==> config.mk <==
export PLATFORM = sky130hd
export DESIGN_NAME = ball_speed_ctrl
export DESIGN_NICKNAME = d
export VERILOG_FILES = /design/src/rtl/ball_speed_ctrl.sv
export SDC_FILE = /design/constraint.sdc
export NUM_CORES = 1
export LEC_CHECK = 0
export CORE_ASPECT_RATIO = 0.8
export CORE_UTILIZATION = 55
export DETAILED_ROUTE_END_ITERATION = 10
export GPL_TIMING_DRIVEN = 1
export PLACE_DENSITY = 0.81
export SLEW_MARGIN = 20
export SYNTH_ARGS = -nofsm -noshare
export SYNTH_HDL_FRONTEND = slang
export SYNTH_SLANG_ARGS = --single-unit
==> constraint.sdc <==
create_clock -name clock -period 6.3 [get_ports clock]
set_input_delay 1.26 -clock clock [delete_from_list [all_inputs] [get_ports clock]]
set_output_delay 1.26 -clock clock [all_outputs]
set_load 0.005 [all_outputs]
==> src/rtl/ball_speed_ctrl.sv <==
// ball_speed_ctrl: ball-step tick scheduler for the Breakout core.
// Sequences IDLE -> SERVE -> RUN (with PAUSED freezing SERVE/RUN), owns the
// interval counter and shortens the tick period as bricks are broken.
// Optional feature macro: BALL_SPEEDUP_EN (brick-hit speed-up). When it is
// undefined, brick_hit is ignored and the period stays at BASE_PERIOD.
module ball_speed_ctrl #(
   parameter int BASE_PERIOD   = 250_000,
   parameter int MIN_PERIOD    = 100_000,
   parameter int STEP          = 25_000,
   parameter int HITS_PER_STEP = 4,
   parameter int SERVE_DELAY   = 60
) (
   input  logic        clock,
   input  logic        reset,
   input  logic        start,
   input  logic        stop,
   input  logic        pause,
   input  logic        brick_hit,
   input  logic        ball_lost,
   output logic        tick,
   output logic [1:0]  state,
   output logic [30:0] period,
   output logic [3:0]  speed_level,
   output logic        serving
);

   typedef enum logic [1:0] {
      S_IDLE   = 2'd0,
      S_SERVE  = 2'd1,
      S_RUN    = 2'd2,
      S_PAUSED = 2'd3
   } state_t;

   localparam int SW = (SERVE_DELAY > 1) ? $clog2(SERVE_DELAY) : 1;
   localparam logic [SW-1:0] SERVE_LAST = SW'(SERVE_DELAY - 1);
   localparam logic [30:0]   BASE_P     = 31'(BASE_PERIOD);

   state_t        r_state;
   state_t        r_ret_state;
   logic [30:0]   r_cnt;
   logic [30:0]   r_period;
   logic [SW-1:0] r_serve_cnt;

   logic          w_boundary;
   logic [30:0]   w_target;

   // Last cycle of the current interval.
   assign w_boundary = (r_cnt == r_period - 31'd1);

   // The tick is suppressed whenever a higher-priority event owns this edge,
   // because that event also holds the counter, so the boundary is replayed
   // (and ticked) later instead of being lost or doubled.
   assign tick    = (r_state == S_RUN) && w_boundary && !stop && !ball_lost && !pause;
   assign state   = r_state;
   assign period  = r_period;
   assign serving = (r_state == S_SERVE);

`ifdef BALL_SPEEDUP_EN
   localparam int HW = $clog2(HITS_PER_STEP + 1);
   localparam logic [HW-1:0] HITS_LAST = HW'(HITS_PER_STEP - 1);
   localparam logic [30:0]   MIN_P     = 31'(MIN_PERIOD);
   localparam logic [30:0]   STEP_P    = 31'(STEP);

   logic [30:0]   r_target;
   logic [3:0]    r_speed;
   logic [HW-1:0] r_hit_cnt;

   assign w_target    = r_target;
   assign speed_level = r_speed;

   // Brick-hit accounting: every HITS_PER_STEP hits in RUN shorten the next
   // period by STEP, clamped at MIN_PERIOD without underflow.
   always_ff @(posedge clock or posedge reset) begin
      if (reset) begin
         r_target  <= BASE_P;
         r_speed   <= 4'd0;
         r_hit_cnt <= '0;
      end else if (stop || ((r_state == S_IDLE) && start) ||
                   ((r_state == S_RUN) && ball_lost)) begin
         r_target  <= BASE_P;
         r_speed   <= 4'd0;
         r_hit_cnt <= '0;
      end else if ((r_state == S_RUN) && !pause && brick_hit) begin
         if (r_hit_cnt == HITS_LAST) begin
            r_hit_cnt <= '0;
            if (r_target > MIN_P) begin
               r_target <= ((r_target - MIN_P) > STEP_P) ? (r_target - STEP_P) : MIN_P;
               if (r_speed != 4'd15) begin
                  r_speed <= r_speed + 4'd1;
               end
            end
         end else begin
            r_hit_cnt <= r_hit_cnt + 1'b1;
         end
      end
   end
`else
   logic w_unused_cfg;

   assign w_target     = BASE_P;
   assign speed_level  = 4'd0;
   assign w_unused_cfg = brick_hit & (MIN_PERIOD != 0) & (STEP != 0) & (HITS_PER_STEP != 0);
`endif

   // Phase FSM with the interval and serve counters; events are resolved in
   // priority order stop > ball_lost > pause > boundary.
   always_ff @(posedge clock or posedge reset) begin
      if (reset) begin
         r_state     <= S_IDLE;
         r_ret_state <= S_IDLE;
         r_cnt       <= 31'd0;
         r_period    <= BASE_P;
         r_serve_cnt <= '0;
      end else if (stop) begin
         r_state     <= S_IDLE;
         r_ret_state <= S_IDLE;
         r_cnt       <= 31'd0;
         r_period    <= BASE_P;
         r_serve_cnt <= '0;
      end else begin
         case (r_state)
            S_IDLE: begin
               r_cnt <= 31'd0;
               if (start) begin
                  r_state     <= S_SERVE;
                  r_period    <= BASE_P;
                  r_serve_cnt <= '0;
               end
            end
            S_SERVE, S_RUN: begin
               if ((r_state == S_RUN) && ball_lost) begin
                  r_state     <= S_SERVE;
                  r_cnt       <= 31'd0;
                  r_period    <= BASE_P;
                  r_serve_cnt <= '0;
               end else if (pause) begin
                  // Counters are left untouched so the interval resumes intact.
                  r_ret_state <= r_state;
                  r_state     <= S_PAUSED;
               end else if (w_boundary) begin
                  r_cnt <= 31'd0;
                  if (r_state == S_SERVE) begin
                     if (r_serve_cnt == SERVE_LAST) begin
                        r_state     <= S_RUN;
                        r_serve_cnt <= '0;
                     end else begin
                        r_serve_cnt <= r_serve_cnt + 1'b1;
                     end
                  end else begin
                     // A new period only takes effect at a boundary, never mid-interval.
                     r_period <= w_target;
                  end
               end else begin
                  r_cnt <= r_cnt + 31'd1;
               end
            end
            default: begin
               if (!pause) begin
                  r_state <= r_ret_state;
               end
            end
         endcase
      end
   end

endmodule

==> key figures <==
Placed design
  • Setup WS pre-CTS: 1.68 ns
  • Inst Count DP: 387
  • PortBufs: 9
  • DP HPWL: 4260 um
  • Routability cong.: 0.822

STA
  • Max-slew violation count: 0
  • Final Critical Period: 4.67 ns
  • Slew headroom: 30.8%
  • Clk_skew: 0.00842 ns
  • Final setup TNS: 0 ns
  • Final setup fails: 0
  • Setup ws final: 1.63 ns
  • Fin. Hold Viols: 0
  • Achievable clock frequency: 214 MHz
  • Final Cycle Share: 74.2%
  • Worst slew pin tran: 1.04 ns
  • RSZ-0062 raised after global routing: no

Floorplan
  • Core ar.: 0.00509 mm^2
  • Die area: 0.00566 mm^2
  • Rows: 23
  • Die Y-Extent: 67.5 um
  • Horiz. Die Dim: 83.9 um
  • Initial Util: 57.9%
  • # IOs: 46

Yosys
  • Compound-Gate Fraction of Synth Area: 18.5%
  • Area contributors post-synth: dfrtp_1 35%, buf_4 9.4%, xor2_1 3.6%
  • Yosys warnings: 0
  • Seq/Total Area, Yosys: 34.8%
  • Multiplexer share of the synthesized area: 1.74%
  • Seq cells post-synth: 41
  • Cells after synthesis: 328
  • Post-synth EDFFs: 0
  • Synth Cell Area: 0.00295 mm^2
  • Top cell type's share of synthesized area: 34.8%
  • Simple-gate area share of the yosys netlist: 24.6%
  • Commonest cells in the netlist: 41 x dfrtp_1, 37 x buf_4, 25 x nor2_1
  • Synth area leader: dfrtp_1
  • Largest family of logic cells by synthesized area: simple AND/OR/NAND/NOR gates
  • Adder-Cell Fraction of Synth Area: 2.54%
  • Synth Area in XOR/XNOR: 4.45%
  • Top-count cell post-synth: dfrtp_1
  • Async S/R FF share, synth: 100%
  • Syn avg cell area: 8.99 um^2
  • Synth unique cells: 62
  • Main synth FF type: dfrtp_1

Clock network
  • Clock-pin transition on the worst setup and hold timing paths: 0.08 ns
  • Post-CTS resize count: 0
  • Clock latency on the worst-skew pair: 0.29 ns
  • Hold Buf Count CTS: 0
  • H-tree Lvls: 2
  • Clk buf depth: 2
  • Clock root buffer: clkbuf_8
  • Setup fix buffers added after clock tree synthesis: 0
  • Sink Count: 41
  • CTS tree: yes
  • CTS buffer count: 5

Route
  • Post-DR wirelength/cell: 15.3 um
  • DR vias/cell: 6.14
  • Via count: 2425
  • Detail Route Antenna Nets: 0
  • Drt pass-1 iters: 10
  • Routed Wire Length: 6030 um
  • Starting DRT DRC Count: 215
  • DRC Markers: 6

Cells and area
  • Fill cell count: 440
  • Synth-to-Final Area Change: 2.97%
  • Ant. Diodes: 0
  • Flip-flop and latch area: 0.00103 mm^2
  • Non-filler cells, final: 395
  • Multi-input gate area: 0.00166 mm^2
  • Layout cells sized above 1: 9.91%
  • Nets: 345

Global route
  • Vias in the first global route: 2010
  • GRT Util Overall: 22.7%
  • Maximum number of pins on one net before global-route repair: 42
  • GRT overflow: 0
  • First-pass GRT wire length: 10200 um
  • Antenna violations before repair: 0

Pwr
  • Worst IR Drop VDD: 0.000273 V
  • Leak Pwr: 1.28 nW
  • Pwr/cell area: 286 mW/mm^2

Worst setup path
  • Max FO, Critical Path: 20
  • Worst path required time: 5.04 ns
  • CP startpoint kind: primary input
  • Arrival @ worst endpoint: 3.41 ns
  • Critical Path Sink Type: primary output
  • Worst setup path class: in -> out

Outcome
  • Status: finished with violations
  • Violated checks: design-rule violations

Run
  • Max Cap Viol: 0

Worst hold path
  • Hold crit path type: reg -> reg
## critical path: stages
cell             delay [ns]
clkdlybuf4s50_1        0.39
buf_4                  0.21
or4b_2                 0.68
nor4_1                 0.29
clkdlybuf4s50_1        0.57
## final cells by class
cell class	instances	share of cell area, %
clock buffer	7	2.84
clock inverter	1	0.988
inverter	10	1.24
multi-input combinational	261	54.7
sequential	41	33.8
tap	62	2.55
timing repair buffer	13	3.95
## where the power goes
group | total [mW] | switching, mW | internal, mW | leakage, nW
combinational | 0.358 | 0.238 | 0.120 | 0.650
sequential | 0.292 | 0.0187 | 0.274 | 0.571
clock | 0.219 | 0.0897 | 0.129 | 0.0585
total | 0.870 | 0.347 | 0.523 | 1.28
## metal layers
| metal | track usage (%) | part of all wire [%] | vias to the layer above |
|---|---|---|---|
| li1 | - | - | 1151 |
| met1 | 33.5 | 47 | 1164 |
| met2 | 35.2 | 45 | 98 |
| met5 | 0 | 0 | - |
| met3 | 4.52 | 6.6 | 12 |
| met4 | 4.09 | 1.2 | 0 |
## per-stage QoR
stage	hold WS, ns	utilization (%)	instance area (um^2)	power [mW]
final	0.497	59.6	3040	0.870
after global routing	0.511	59.6	3040	0.926
after CTS	0.498	59.6	3040	0.870
after detailed placement	0.487	57.4	2920	0.650
after global placement	0.485	57.4	2920	0.639
after floorplan	0.451	-	3070	0.584
## cells in the final DEF, fill, tap and decap left out, types with 2 or more instances in the layout
cell type        instances
a211o_1                  3
a211oi_1                 4
a21o_1                   5
a21oi_1                 14
a31oi_1                  9
a41oi_1                  3
and2_1                   4
and3_1                   2
and4_1                   3
and4_2                   3
buf_4                    4
clkbuf_8                 6
clkdlybuf4s50_1          9
conb_1                  35
dfrtp_1                 41
ha_1                     6
inv_1                    9
mux2i_1                  4
nand2_1                 23
nand3_1                 18
nand4_1                 11
nor2_1                  25
nor2_2                   2
nor2b_1                  2
nor4_1                  11
nor4b_1                  2
o2111ai_1                6
o211ai_1                 4
o21ai_0                 11
o22ai_1                  2
o31a_1                   3
or2b_2                   2
or3_1                    5
xnor2_1                  3
xor2_1                  12
## kinds of logic after synthesis
| group | after synthesis |
|---|---|
| AND/OR/NAND/NOR | 125 |
| AO/OA/AOI/OAI | 75 |
| buffers and inverters | 59 |
| flip-flops | 41 |
| XOR/XNOR | 15 |
| adder cells (fa/ha/maj) | 6 |
| multiplexers | 5 |
| other | 2 |
## final timing paths
kind / end / startpoint / slack [ns] / cells past startpoint
worst max-delay path: tick / stop / 1.63 / 5
worst min-delay path: r_serve_cnt[5]$_DFFE_PP0P_ / r_serve_cnt[5]$_DFFE_PP0P_ / 0.50 / 1
worst max register to register: r_cnt[10]$_DFFE_PP0N_ / state[0]$_DFFE_PP0P_ / 3.29 / 7
worst min register to register: r_serve_cnt[5]$_DFFE_PP0P_ / r_serve_cnt[5]$_DFFE_PP0P_ / 0.50 / 1
max in group asynchronous: r_cnt[12]$_DFFE_PP0N_ / reset / 4.54 / 3
min in group asynchronous: r_cnt[26]$_DFFE_PP0N_ / reset / 1.40 / 3
## sequential cells by signal (all words and copies together) (netlist names)
name,flops
state,2
r_cnt,31
r_serve_cnt,6
r_ret_state,2
(Power assumes the default switching activity.)
